<file path="src/rtl/load_store_unit.sv">
// Data-memory load/store initiator: one request at a time, word-addressed memory,
// sub-word stores by read-modify-write, extended load data and fault reporting.
module load_store_unit #(
    parameter int unsigned MEM_WORDS = 32
) (
    input  logic        clk,
    input  logic        rst,
    input  logic        req_valid,
    output logic        req_ready,
    input  logic        req_write,
    input  logic [1:0]  req_size,
    input  logic        req_unsigned,
    input  logic [31:0] req_addr,
    input  logic [31:0] req_wdata,
    output logic        resp_valid,
    output logic [31:0] resp_rdata,
    output logic        resp_fault,
    output logic        data_read_flag,
    output logic        data_write_flag,
    output logic [31:0] data_addr,
    output logic [31:0] val,
    input  logic [31:0] read_out
);

    localparam logic [31:0] MEM_BYTES = 32'(MEM_WORDS * 4);
    localparam logic [1:0]  SZ_BYTE   = 2'b00;
    localparam logic [1:0]  SZ_HALF   = 2'b01;
    localparam logic [1:0]  SZ_WORD   = 2'b10;

    typedef enum logic [1:0] {
        ST_IDLE  = 2'b00,
        ST_READ  = 2'b01,
        ST_WRITE = 2'b10,
        ST_RESP  = 2'b11
    } state_t;

    state_t      state_q, state_d;
    logic        write_q, write_d;
    logic [1:0]  size_q, size_d;
    logic        unsigned_q, unsigned_d;
    logic [31:0] addr_q, addr_d;
    logic [31:0] wdata_q, wdata_d;
    logic [31:0] word_q, word_d;
    logic        fault_q, fault_d;
    logic        req_fault_s;
    logic [31:0] word_addr_s;

    function automatic logic req_faults(input logic [1:0] size, input logic [31:0] addr);
        logic bad;
        case (size)
            SZ_BYTE: bad = 1'b0;
            SZ_HALF: bad = addr[0];
            SZ_WORD: bad = (addr[1:0] != 2'b00);
            default: bad = 1'b1;
        endcase
        if (addr >= MEM_BYTES) begin
            bad = 1'b1;
        end else begin
            bad = bad;
        end
        return bad;
    endfunction

    // Little-endian lane replacement for sub-word stores; word size passes new data through.
    function automatic logic [31:0] store_merge(input logic [31:0] old_word, input logic [31:0] wdata,
                                                input logic [1:0] size, input logic [1:0] lane);
        logic [31:0] merged;
        merged = old_word;
        case (size)
            SZ_BYTE: begin
                case (lane)
                    2'b00:   merged[7:0]   = wdata[7:0];
                    2'b01:   merged[15:8]  = wdata[7:0];
                    2'b10:   merged[23:16] = wdata[7:0];
                    2'b11:   merged[31:24] = wdata[7:0];
                    default: merged        = old_word;
                endcase
            end
            SZ_HALF: begin
                if (lane[1]) begin
                    merged[31:16] = wdata[15:0];
                end else begin
                    merged[15:0] = wdata[15:0];
                end
            end
            default: merged = wdata;
        endcase
        return merged;
    endfunction

    function automatic logic [31:0] load_extract(input logic [31:0] word, input logic [1:0] size,
                                                 input logic is_unsigned, input logic [1:0] lane);
        logic [7:0]  lane_byte;
        logic [15:0] lane_half;
        logic [31:0] result;
        case (lane)
            2'b00:   lane_byte = word[7:0];
            2'b01:   lane_byte = word[15:8];
            2'b10:   lane_byte = word[23:16];
            2'b11:   lane_byte = word[31:24];
            default: lane_byte = 8'h00;
        endcase
        if (lane[1]) begin
            lane_half = word[31:16];
        end else begin
            lane_half = word[15:0];
        end
        case (size)
            SZ_BYTE: result = is_unsigned ? {24'h000000, lane_byte} : {{24{lane_byte[7]}}, lane_byte};
            SZ_HALF: result = is_unsigned ? {16'h0000, lane_half} : {{16{lane_half[15]}}, lane_half};
            default: result = word;
        endcase
        return result;
    endfunction

    assign req_fault_s = req_faults(req_size, req_addr);
    assign word_addr_s = {addr_q[31:2], 2'b00};

    // Next-state and request capture.
    always_comb begin
        state_d    = state_q;
        write_d    = write_q;
        size_d     = size_q;
        unsigned_d = unsigned_q;
        addr_d     = addr_q;
        wdata_d    = wdata_q;
        word_d     = word_q;
        fault_d    = fault_q;
        case (state_q)
            ST_IDLE: begin
                if (req_valid) begin
                    write_d    = req_write;
                    size_d     = req_size;
                    unsigned_d = req_unsigned;
                    addr_d     = req_addr;
                    wdata_d    = req_wdata;
                    fault_d    = req_fault_s;
                    if (req_fault_s) begin
                        state_d = ST_RESP;
                    end else if (!req_write) begin
                        state_d = ST_READ;
                    end else if (req_size == SZ_WORD) begin
                        state_d = ST_WRITE;
                    end else begin
                        state_d = ST_READ;
                    end
                end else begin
                    state_d = ST_IDLE;
                end
            end
            ST_READ: begin
                word_d = read_out;
                if (write_q) begin
                    state_d = ST_WRITE;
                end else begin
                    state_d = ST_RESP;
                end
            end
            ST_WRITE: state_d = ST_RESP;
            ST_RESP:  state_d = ST_IDLE;
            default:  state_d = ST_IDLE;
        endcase
    end

    // Outputs decoded from state and captured registers only, never from live req_* inputs.
    always_comb begin
        req_ready       = 1'b0;
        resp_valid      = 1'b0;
        resp_rdata      = 32'h0000_0000;
        resp_fault      = 1'b0;
        data_read_flag  = 1'b0;
        data_write_flag = 1'b0;
        data_addr       = 32'h0000_0000;
        val             = 32'h0000_0000;
        case (state_q)
            ST_IDLE: req_ready = 1'b1;
            ST_READ: begin
                data_read_flag = 1'b1;
                data_addr      = word_addr_s;
            end
            ST_WRITE: begin
                data_write_flag = 1'b1;
                data_addr       = word_addr_s;
                val             = store_merge(word_q, wdata_q, size_q, addr_q[1:0]);
            end
            ST_RESP: begin
                resp_valid = 1'b1;
                resp_fault = fault_q;
                if (!fault_q && !write_q) begin
                    resp_rdata = load_extract(word_q, size_q, unsigned_q, addr_q[1:0]);
                end else begin
                    resp_rdata = 32'h0000_0000;
                end
            end
            default: req_ready = 1'b0;
        endcase
    end

    // State and captured-request registers; reset abandons any operation in flight.
    always_ff @(posedge clk or negedge rst) begin
        if (!rst) begin
            state_q    <= ST_IDLE;
            write_q    <= 1'b0;
            size_q     <= 2'b00;
            unsigned_q <= 1'b0;
            addr_q     <= 32'h0000_0000;
            wdata_q    <= 32'h0000_0000;
            word_q     <= 32'h0000_0000;
            fault_q    <= 1'b0;
        end else begin
            state_q    <= state_d;
            write_q    <= write_d;
            size_q     <= size_d;
            unsigned_q <= unsigned_d;
            addr_q     <= addr_d;
            wdata_q    <= wdata_d;
            word_q     <= word_d;
            fault_q    <= fault_d;
        end
    end

endmodule

</file>
<file path="config.mk">
export PLATFORM = sky130hd
export DESIGN_NAME = load_store_unit
export DESIGN_NICKNAME = d
export VERILOG_FILES = /design/src/rtl/load_store_unit.sv
export SDC_FILE = /design/constraint.sdc
export NUM_CORES = 1
export LEC_CHECK = 0
export CAP_MARGIN = 20
export CORE_AREA = 2 2 160 162
export CTS_CLUSTER_SIZE = 10
export DETAILED_ROUTE_END_ITERATION = 10
export DIE_AREA = 0 0 162 164
export DONT_BUFFER_PORTS = 1
export PLACE_DENSITY = 0.44
export SLEW_MARGIN = 5
export SYNTH_ARGS = -nofsm -noshare
export SYNTH_HDL_FRONTEND = slang
export SYNTH_SLANG_ARGS = --single-unit
</file>
<file path="constraint.sdc">
create_clock -name clk -period 2.2 [get_ports clk]
set_input_delay 0.44 -clock clk [delete_from_list [all_inputs] [get_ports clk]]
set_output_delay 0.44 -clock clk [all_outputs]
set_load 0.02 [all_outputs]
</file>
==> PnR_summary.wiki, run 1 <==
{| class="wikitable"
! Metric !! Value
|-
| Post-synthesis average cell area || 10.08 um2
|-
| Post-synthesis cell type with the largest combined area || dfrtp_1
|-
| Global-route wire length before repair || about 31,000 um
|-
| Final setup violation count || 64
|-
| Maximum Capacitance Violations || 0
|-
| WS Path Type || reg2out
|-
| Count of clock tree sinks || around 100
|-
| Antenna-violating nets left || 0
|-
| Total power density per cell area || 1770 mW/mm2
|-
| Share of cells above drive strength 1 || around half
|-
| Most frequent cells after synthesis || dfrtp_1, mux2_2, nand2_1, and2_1, o21ai_0
|-
| Net switching fraction of the power || between 40% and 50%
|-
| Synthesis-stage register bit count || 103
|-
| Final worst path period need || between 2 and 2.5 ns
|-
| Psw || 6261 uW
|-
| EDFF count, synth || 0
|-
| Count of standard-cell rows || 58
|-
| Dpl hpwl || about 16,000 um
|-
| Port-buffer cells || 0
|-
| Number of detailed-routing iterations run before antenna repair || 5
|-
| Crit path from || addr_q[1]
|-
| Clock Tree Root || clkbuf_16
|-
| Via count of the first global-routing pass || between 4k and 5k
|-
| Critical path, cell by cell || mux4_2 > nor3b_4 > buf_6 > o22ai_2 > nor2_1 > buf_4
|-
| Cell Int Power || roughly 7300 uW
|-
| Area fraction of the dominant cell type after synthesis || a little over two fifths
|-
| Number of hold-slack violations in the final timing report || approximately 100
|-
| Sequential power share || around 29%
|-
| Final clock skew || a little under 0.008 ns
|-
| Insertion delay of the later-clocked pin in the worst-skew pair || 0.37 ns
|-
| Share of the yosys chip area belonging to registers || between 40% and 50%
|-
| Critical path data required time || approximately 1.8 ns
|-
| Number of design rule violations left after detail routing || 0
|-
| Area Overhead vs Synth || 30.77%
|-
| Largest fanout of any net on the critical path || 5
|-
| Vertical extent of the die || 164 um
|-
| Initial Utilization || a little under a quarter
|-
| TritonCTS Buffers || 9
|-
| Endpoint kind of the worst setup timing path || output port
|-
| Gp weighted congestion || between 0.8 and 0.9
|-
| Cell area after layout || around 0.0077 mm2
|-
| Max Transition Viols Final || 0
|-
| Final wirelength || around 21,000 um
|-
| IO Count || a little over 200
|-
| Fin worst setup slack || -0.2539 ns
|-
| Area of the core region || 0.02482 mm2
|-
| Share of total power in combinational logic || around 58%
|-
| Die ar. || approximately 0.027 mm2
|-
| Global-route usage over all layers || ~16%
|-
| Peak supply drop || a little over 0.0006 V
|-
| Maximum achievable frequency || roughly 410 MHz
|-
| Violation count after the first detailed-route iteration || roughly 230
|-
| Cell at the slowest stage of the critical path || dfrtp_2
|-
| Gr ovfl total || 0
|-
| Top_reg_cell synth || dfrtp_1
|-
| Die W || approximately 160 um
|-
| Leading post-synthesis cells by cell area || dfrtp_1, mux2_2, nand2_1
|-
| Critical path startpoint category || flop
|-
| Routed via count divided by cell count || 5.030
|-
| Initial antenna violation count || 15
|-
| Post-synth ARST share || between 90% and 100%
|-
| Failing checks || hold timing, setup timing
|-
| Netlist cell types || 48
|-
| TritonCTS clock tree || yes
|-
| Vias || between 4k and 5k
|-
| Number of nets in the layout || 730
|-
| Leading cell type by number of instances after synthesis || dfrtp_1
|-
| Number of buffers between clock root and the deepest sink || 2
|-
| R2R Path Start || state_q[0]
|-
| Total cell area at the placement stage || ~0.0067 mm2
|-
| Average wire length per cell after detail routing || 21.74 um
|-
| Number of standard cells after synthesis || approximately 580
|-
| Data arrival at the endpoint of the critical path || 2.01 ns
|-
| Type of the tightest min-delay check || in2async
|-
| Setup repair after global routing missed its margin || yes
|-
| Standby leakage power || 0.003188 uW
|-
| Syn. warnings || 0
|-
| Cell area after synthesis || 0.005859 mm2
|-
| Post-route worst hold slack || -0.2352 ns
|-
| Run status || finished with violations
|-
| Stage delay of the slowest cell on the critical path || 0.45 ns
|-
| Count of H-tree levels built during CTS || 3
|-
| Maximum number of pins on one net before global-route repair || around 100
|-
| Part of the power in the clock network || 12.5%
|-
| Portion of the clock cycle consumed by the worst path in the final layout || 111.5%
|-
| Worst-path clk slew || roughly 0.08 ns
|}
per-layer routing:
layer  GRT usage [%]  share of wire (%)  up-vias
met1           19.54                 40     2425
met5               0               0.43        -
met4           5.511                2.7       14
met3           6.414                9.7       44
met2           25.16                 47      211
li1                -                  -     2165
power by group through the flow:
stage	Sequential [uW]	Clock (uW)	Combinational, uW
floorplan	3420	0	4970
finish	3980	1700	7890
global placement	3890	0	6610
detailed placement	3930	0	6690
CTS	3940	1780	7780
global route	4090	1840	8430
cell type report:
class                           instances  area [um2]
Antenna cell                            8       20.02
Clock buffer                            9       225.2
Clock inverter                          7       93.84
Fill cell                            2580       17160
Inverter                                9       37.54
Multi-Input combinational cell        422        3481
Sequential cell                       103        2581
Tap cell                              330       412.9
Timing Repair Buffer                   78       810.8
flip-flops by register name, indices dropped and copies added (netlist names):
name	count
addr_q	32
fault_q	1
size_q	2
state_q	2
unsigned_q	1
wdata_q	32
word_q	32
write_q	1
kinds of logic after synthesis:
kind of cell               share of synthesized area, %
other                                           0.06400
and+or+nand+nor                                   15.74
buffers and inverters                             4.185
adders and majority gates                        0.8542
DFF                                               43.99
muxes                                             21.16
AOI/OAI and AO/OA                                 14.01
through the flow:
stage	setup WS (ns)	power (uW)	std cells	setup TNS (ns)	util, %
finish	-0.2539	13570	966	-8.914	30.87
global route	-0.3463	14370	960	-14.45	30.81
CTS	-0.2336	13510	956	-9.598	30.36
detailed placement	-0.06287	10620	931	-0.8720	26.81
global placement	-0.009507	10500	931	-0.07488	26.81
floorplan	0.03363	8395	582	0	-
critical path: cells and delay by family (launching register included):
family | cells | cell delay, ns
mux | 1 | 0.38
buf+inv | 2 | 0.34
simple gates | 2 | 0.41
flops | 1 | 0.45
compound gates | 1 | 0.06
layout by cell type, fill, tap and decap left out, types with 8 or more instances in the layout:
master     count
dfrtp_1      100
mux2_2        93
nand2_1       54
buf_4         48
and2_2        33
o21ai_0       31
buf_6         18
nand3_1       17
nor2_1        15
mux2i_1       14
nand2_2       14
o211a_1       11
buf_12        10
clkbuf_16      9
diode_2        8
a21oi_1        8
a22oi_1        8
o221ai_1       8
path summary, 6_finish.rpt:
path,slack (ns),to,cells after the start
max,-0.25,resp_rdata[12],6
min,-0.24,word_q[30],0
max reg2reg,0.36,wdata_q[21],6
min reg2reg,0.51,addr_q[24],1
max in group asynchronous,2.26,word_q[27],0
min in group clk,0.19,size_q[1],2
repair_timing:
item / in CTS / in global routing
resized for setup: 148 / 21
gates cloned: 2 / 0
hold endpoints to repair: 103 / 103
endpoints found under the setup margin: 64 / 94
pin swaps: 22 / 10
buffers inserted: 8 / 2
(Power assumes the default switching activity.)
==> inputs of run 2 (changes only) <==
--- a/config.mk
+++ b/config.mk
@@ -11,7 +11,8 @@
 export DETAILED_ROUTE_END_ITERATION = 10
 export DIE_AREA = 0 0 162 164
 export DONT_BUFFER_PORTS = 1
-export PLACE_DENSITY = 0.44
+export PLACE_DENSITY = 0.49
+export RECOVER_POWER = 100
 export SLEW_MARGIN = 5
 export SYNTH_ARGS = -nofsm -noshare
 export SYNTH_HDL_FRONTEND = slang
==> PnR_summary.wiki, run 2 (synthesis results as in run 1) <==
{| class="wikitable"
! Metric !! Value
|-
| Cells after DPL || 943 (+1.3%)
|-
| Max Transition Viols Final || 0 (unchanged)
|-
| Endpoint kind of the worst setup timing path || output port
|-
| Cell depth of the worst flop-to-flop path || 5 (-1)
|-
| Type of the tightest min-delay check || in2async
|-
| Critical path, cell by cell || mux4_2 > nor3b_4 > buf_6 > o22ai_2 > nor2_2 > buf_4
|-
| Initial antenna violation count || 17 (+2)
|-
| Number of hold-slack violations in the final timing report || 103 (unchanged)
|-
| Vertical extent of the die || 164 um (unchanged)
|-
| Crit path from || addr_q[1]
|-
| Final setup violation count || 59 (-7.8%)
|-
| Total met2 wirelength after detailed routing || 9767 um (-0.36%)
|-
| Worst reg2reg setup slack || 0.10 ns (-0.26 ns)
|-
| End of the worst register-to-register path || word_q[31]
|-
| Worst-path clk slew || 0.09 ns (about the same)
|-
| Count of standard-cell rows || 58 (unchanged)
|-
| IO Count || 204 (unchanged)
|-
| Post-place setup slack || -0.1174 ns (-0.05453 ns)
|-
| Registers with the most flip-flops || addr_q: 32 flops, wdata_q: 32 flops, word_q: 32 flops
|-
| Util after Layout || 33.07% (+2.2 points)
|-
| Top layer used by detailed routing || met5
|-
| Gp weighted congestion || 0.8543 (-0.12%)
|-
| Non-Filler Instances || 994 (+2.9%)
|-
| Insertion delay of the later-clocked pin in the worst-skew pair || 0.37 ns (about the same)
|-
| Total power density per cell area || 1795 mW/mm2 (+1.4%)
|-
| Number of buffers between clock root and the deepest sink || 2 (unchanged)
|-
| Number of detailed-routing iterations run before antenna repair || 5 (unchanged)
|-
| Endpoint of the most critical setup path || resp_rdata[14]
|-
| Standby leakage power || 0.003402 uW (+6.7%)
|-
| Global-route usage over all layers || 15.70% (-0.16 points)
|-
| Most common cell after layout, fill and taps aside || dfrtp_1
|-
| Number of design rule violations left after detail routing || 0 (unchanged)
|-
| Peak supply drop || 0.0005632 V (-8.3%)
|-
| Overall power after layout || 14,730 uW (+8.6%)
|-
| Relative slew slack || roughly 29%
|-
| Vias || 4,946 (+1.8%)
|-
| Setup repair after global routing missed its margin || yes
|-
| Count of clock tree sinks || 103 (unchanged)
|-
| Clock Tree Root || clkbuf_16
|-
| Critical path startpoint category || flop
|-
| Data arrival at the endpoint of the critical path || 2.02 ns (about the same)
|-
| Dpl hpwl || 15,420 um (-2.5%)
|-
| Gr ovfl total || 0 (unchanged)
|-
| R2R Path Start || state_q[1]
|-
| Fin worst setup slack || -0.2563 ns (-0.002430 ns)
|-
| Antenna-violating nets left || 0 (unchanged)
|-
| Die ar. || 0.02657 mm2 (unchanged)
|-
| Share of cells above drive strength 1 || 55.17% (+6.6 points)
|-
| TritonCTS Buffers || 9 (unchanged)
|-
| Violation count after the first detailed-route iteration || 336 (+47%)
|-
| Number of nets in the layout || 760 (+4.1%)
|-
| Metal-1 WL || 8815 um (+3.7%)
|-
| Largest fanout of any net on the critical path || 5 (unchanged)
|-
| Maximum Capacitance Violations || 0 (unchanged)
|-
| Initial Utilization || 23.61% (unchanged)
|-
| TritonCTS clock tree || yes
|-
| Run status || finished with violations
|-
| Wire length on met3 || 2029 um (-0.49%)
|-
| Via count of the first global-routing pass || 4,784 (-2.3%)
|-
| Count of H-tree levels built during CTS || 3 (unchanged)
|-
| WS Path Type || reg2out
|-
| Post-route worst hold slack || -0.2503 ns (-0.01514 ns)
|-
| Final clock skew || 0.01599 ns (+0.008253 ns)
|-
| Family with the most delay on the worst path || multiplexers
|-
| Die W || 162 um (unchanged)
|-
| Port-buffer cells || 0 (unchanged)
|-
| Routed via count divided by cell count || 4.976 (-1.1%)
|-
| Global-route wire length before repair || 31,060 um (-0.51%)
|-
| Area of the core region || 0.02482 mm2 (unchanged)
|-
| Critical path data required time || 1.76 ns (about the same)
|-
| Maximum achievable frequency || 407.1 MHz (about the same)
|-
| Failing checks || hold timing, setup timing
|-
| Area Overhead vs Synth || 40.06%
|-
| Stage delay of the slowest cell on the critical path || 0.55 ns (+0.10 ns)
|-
| Final wirelength || 21,320 um (+1.5%)
|-
| Top library cells by usage in the layout, fill and taps aside || dfrtp_1, mux2_2, buf_4
|-
| Portion of the clock cycle consumed by the worst path in the final layout || 111.7% (about the same)
|-
| Slew at the pin closest to its max-slew limit || between 1 and 1.5 ns
|-
| Crit path buffers/inverters || 2 (unchanged)
|-
| Number of cells on the critical path || 6 (unchanged)
|-
| Cell at the slowest stage of the critical path || mux4_2
|-
| Average wire length per cell after detail routing || 21.45 um (-1.3%)
|-
| Maximum number of pins on one net before global-route repair || 104 (unchanged)
|-
| Final worst path period need || 2.456 ns (+0.002430 ns)
|}
==> run 2: changes by cell type in the layout (fill, tap and decap cells not counted), moves of 8 or more <==
cell | before | now
and2_2 | 33 | 8
and2_1 | 3 | 25
nand2_2 | 14 | 24
nand2_1 | 54 | 43
buf_6 | 18 | 41
o21ai_0 | 31 | 16
o21ai_2 | 4 | 13
nand3_1 | 17 | 9
nand3_2 | 0 | 8
==> run 2: worst min-delay path by stage <==
| stage | startpoint | end | slack, ns |
|---|---|---|---|
| global placement | rst | addr_q[14] | 0.15 |
| finish | rst | addr_q[14] | -0.25 |
| CTS | rst | addr_q[14] | -0.26 |
| global route | rst | addr_q[14] | -0.27 |
| detailed placement | rst | addr_q[14] | 0.15 |
| floorplan | rst | addr_q[0] | 0.14 |
==> run 2: area by class of cell <==
class | instances | area (um2)
sequential | 103 | 2582
antenna | 6 | 15.01
tap | 330 | 412.9
clock buffer | 9 | 225.2
multi-input combinational | 422 | 3735
timing repair buffer | 108 | 1111
inverter | 9 | 43.79
clock inverter | 7 | 81.33
fill | 2525 | 16610
==> run 2: worst reg2reg max path, delay by kind of cell, from the launching register on <==
family                   cells  cell delay [ns]
flip-flops                   1             0.39
multiplexers                 1             0.46
adder cells (fa/ha/maj)      1             0.13
buffers and inverters        3             1.01
==> run 2: power breakdown <==
| group | total (uW) | internal (uW) | switching, uW |
|---|---|---|---|
| combinational | 9060 | 4290 | 4770 |
| clock | 1680 | 816 | 868 |
| sequential | 3980 | 2870 | 1120 |
| total | 14700 | 7970 | 6760 |
==> run 2: metrics by stage <==
stage	cell area [um2]	TNS, ns
after floorplan	5871	0
after global placement	6744	-1.076
after detailed placement	6744	-1.884
after CTS	7709	-8.483
after global routing	8194	-12.93
final	8207	-8.103
==> run 2: metal layers <==
layer,global-route usage [%],vias to the layer above
met3,6.566,57
met1,20.16,2448
li1,-,2225
met5,0,-
met2,23.93,194
met4,5.028,22
==> run 2: timing repair <==
item	CTS	global route
cloned	3	1
buffers inserted	17	15
hold endpoints to repair	103	103
setup endpoints to repair	65	94
pin swaps	40	40
resized for setup	156	96
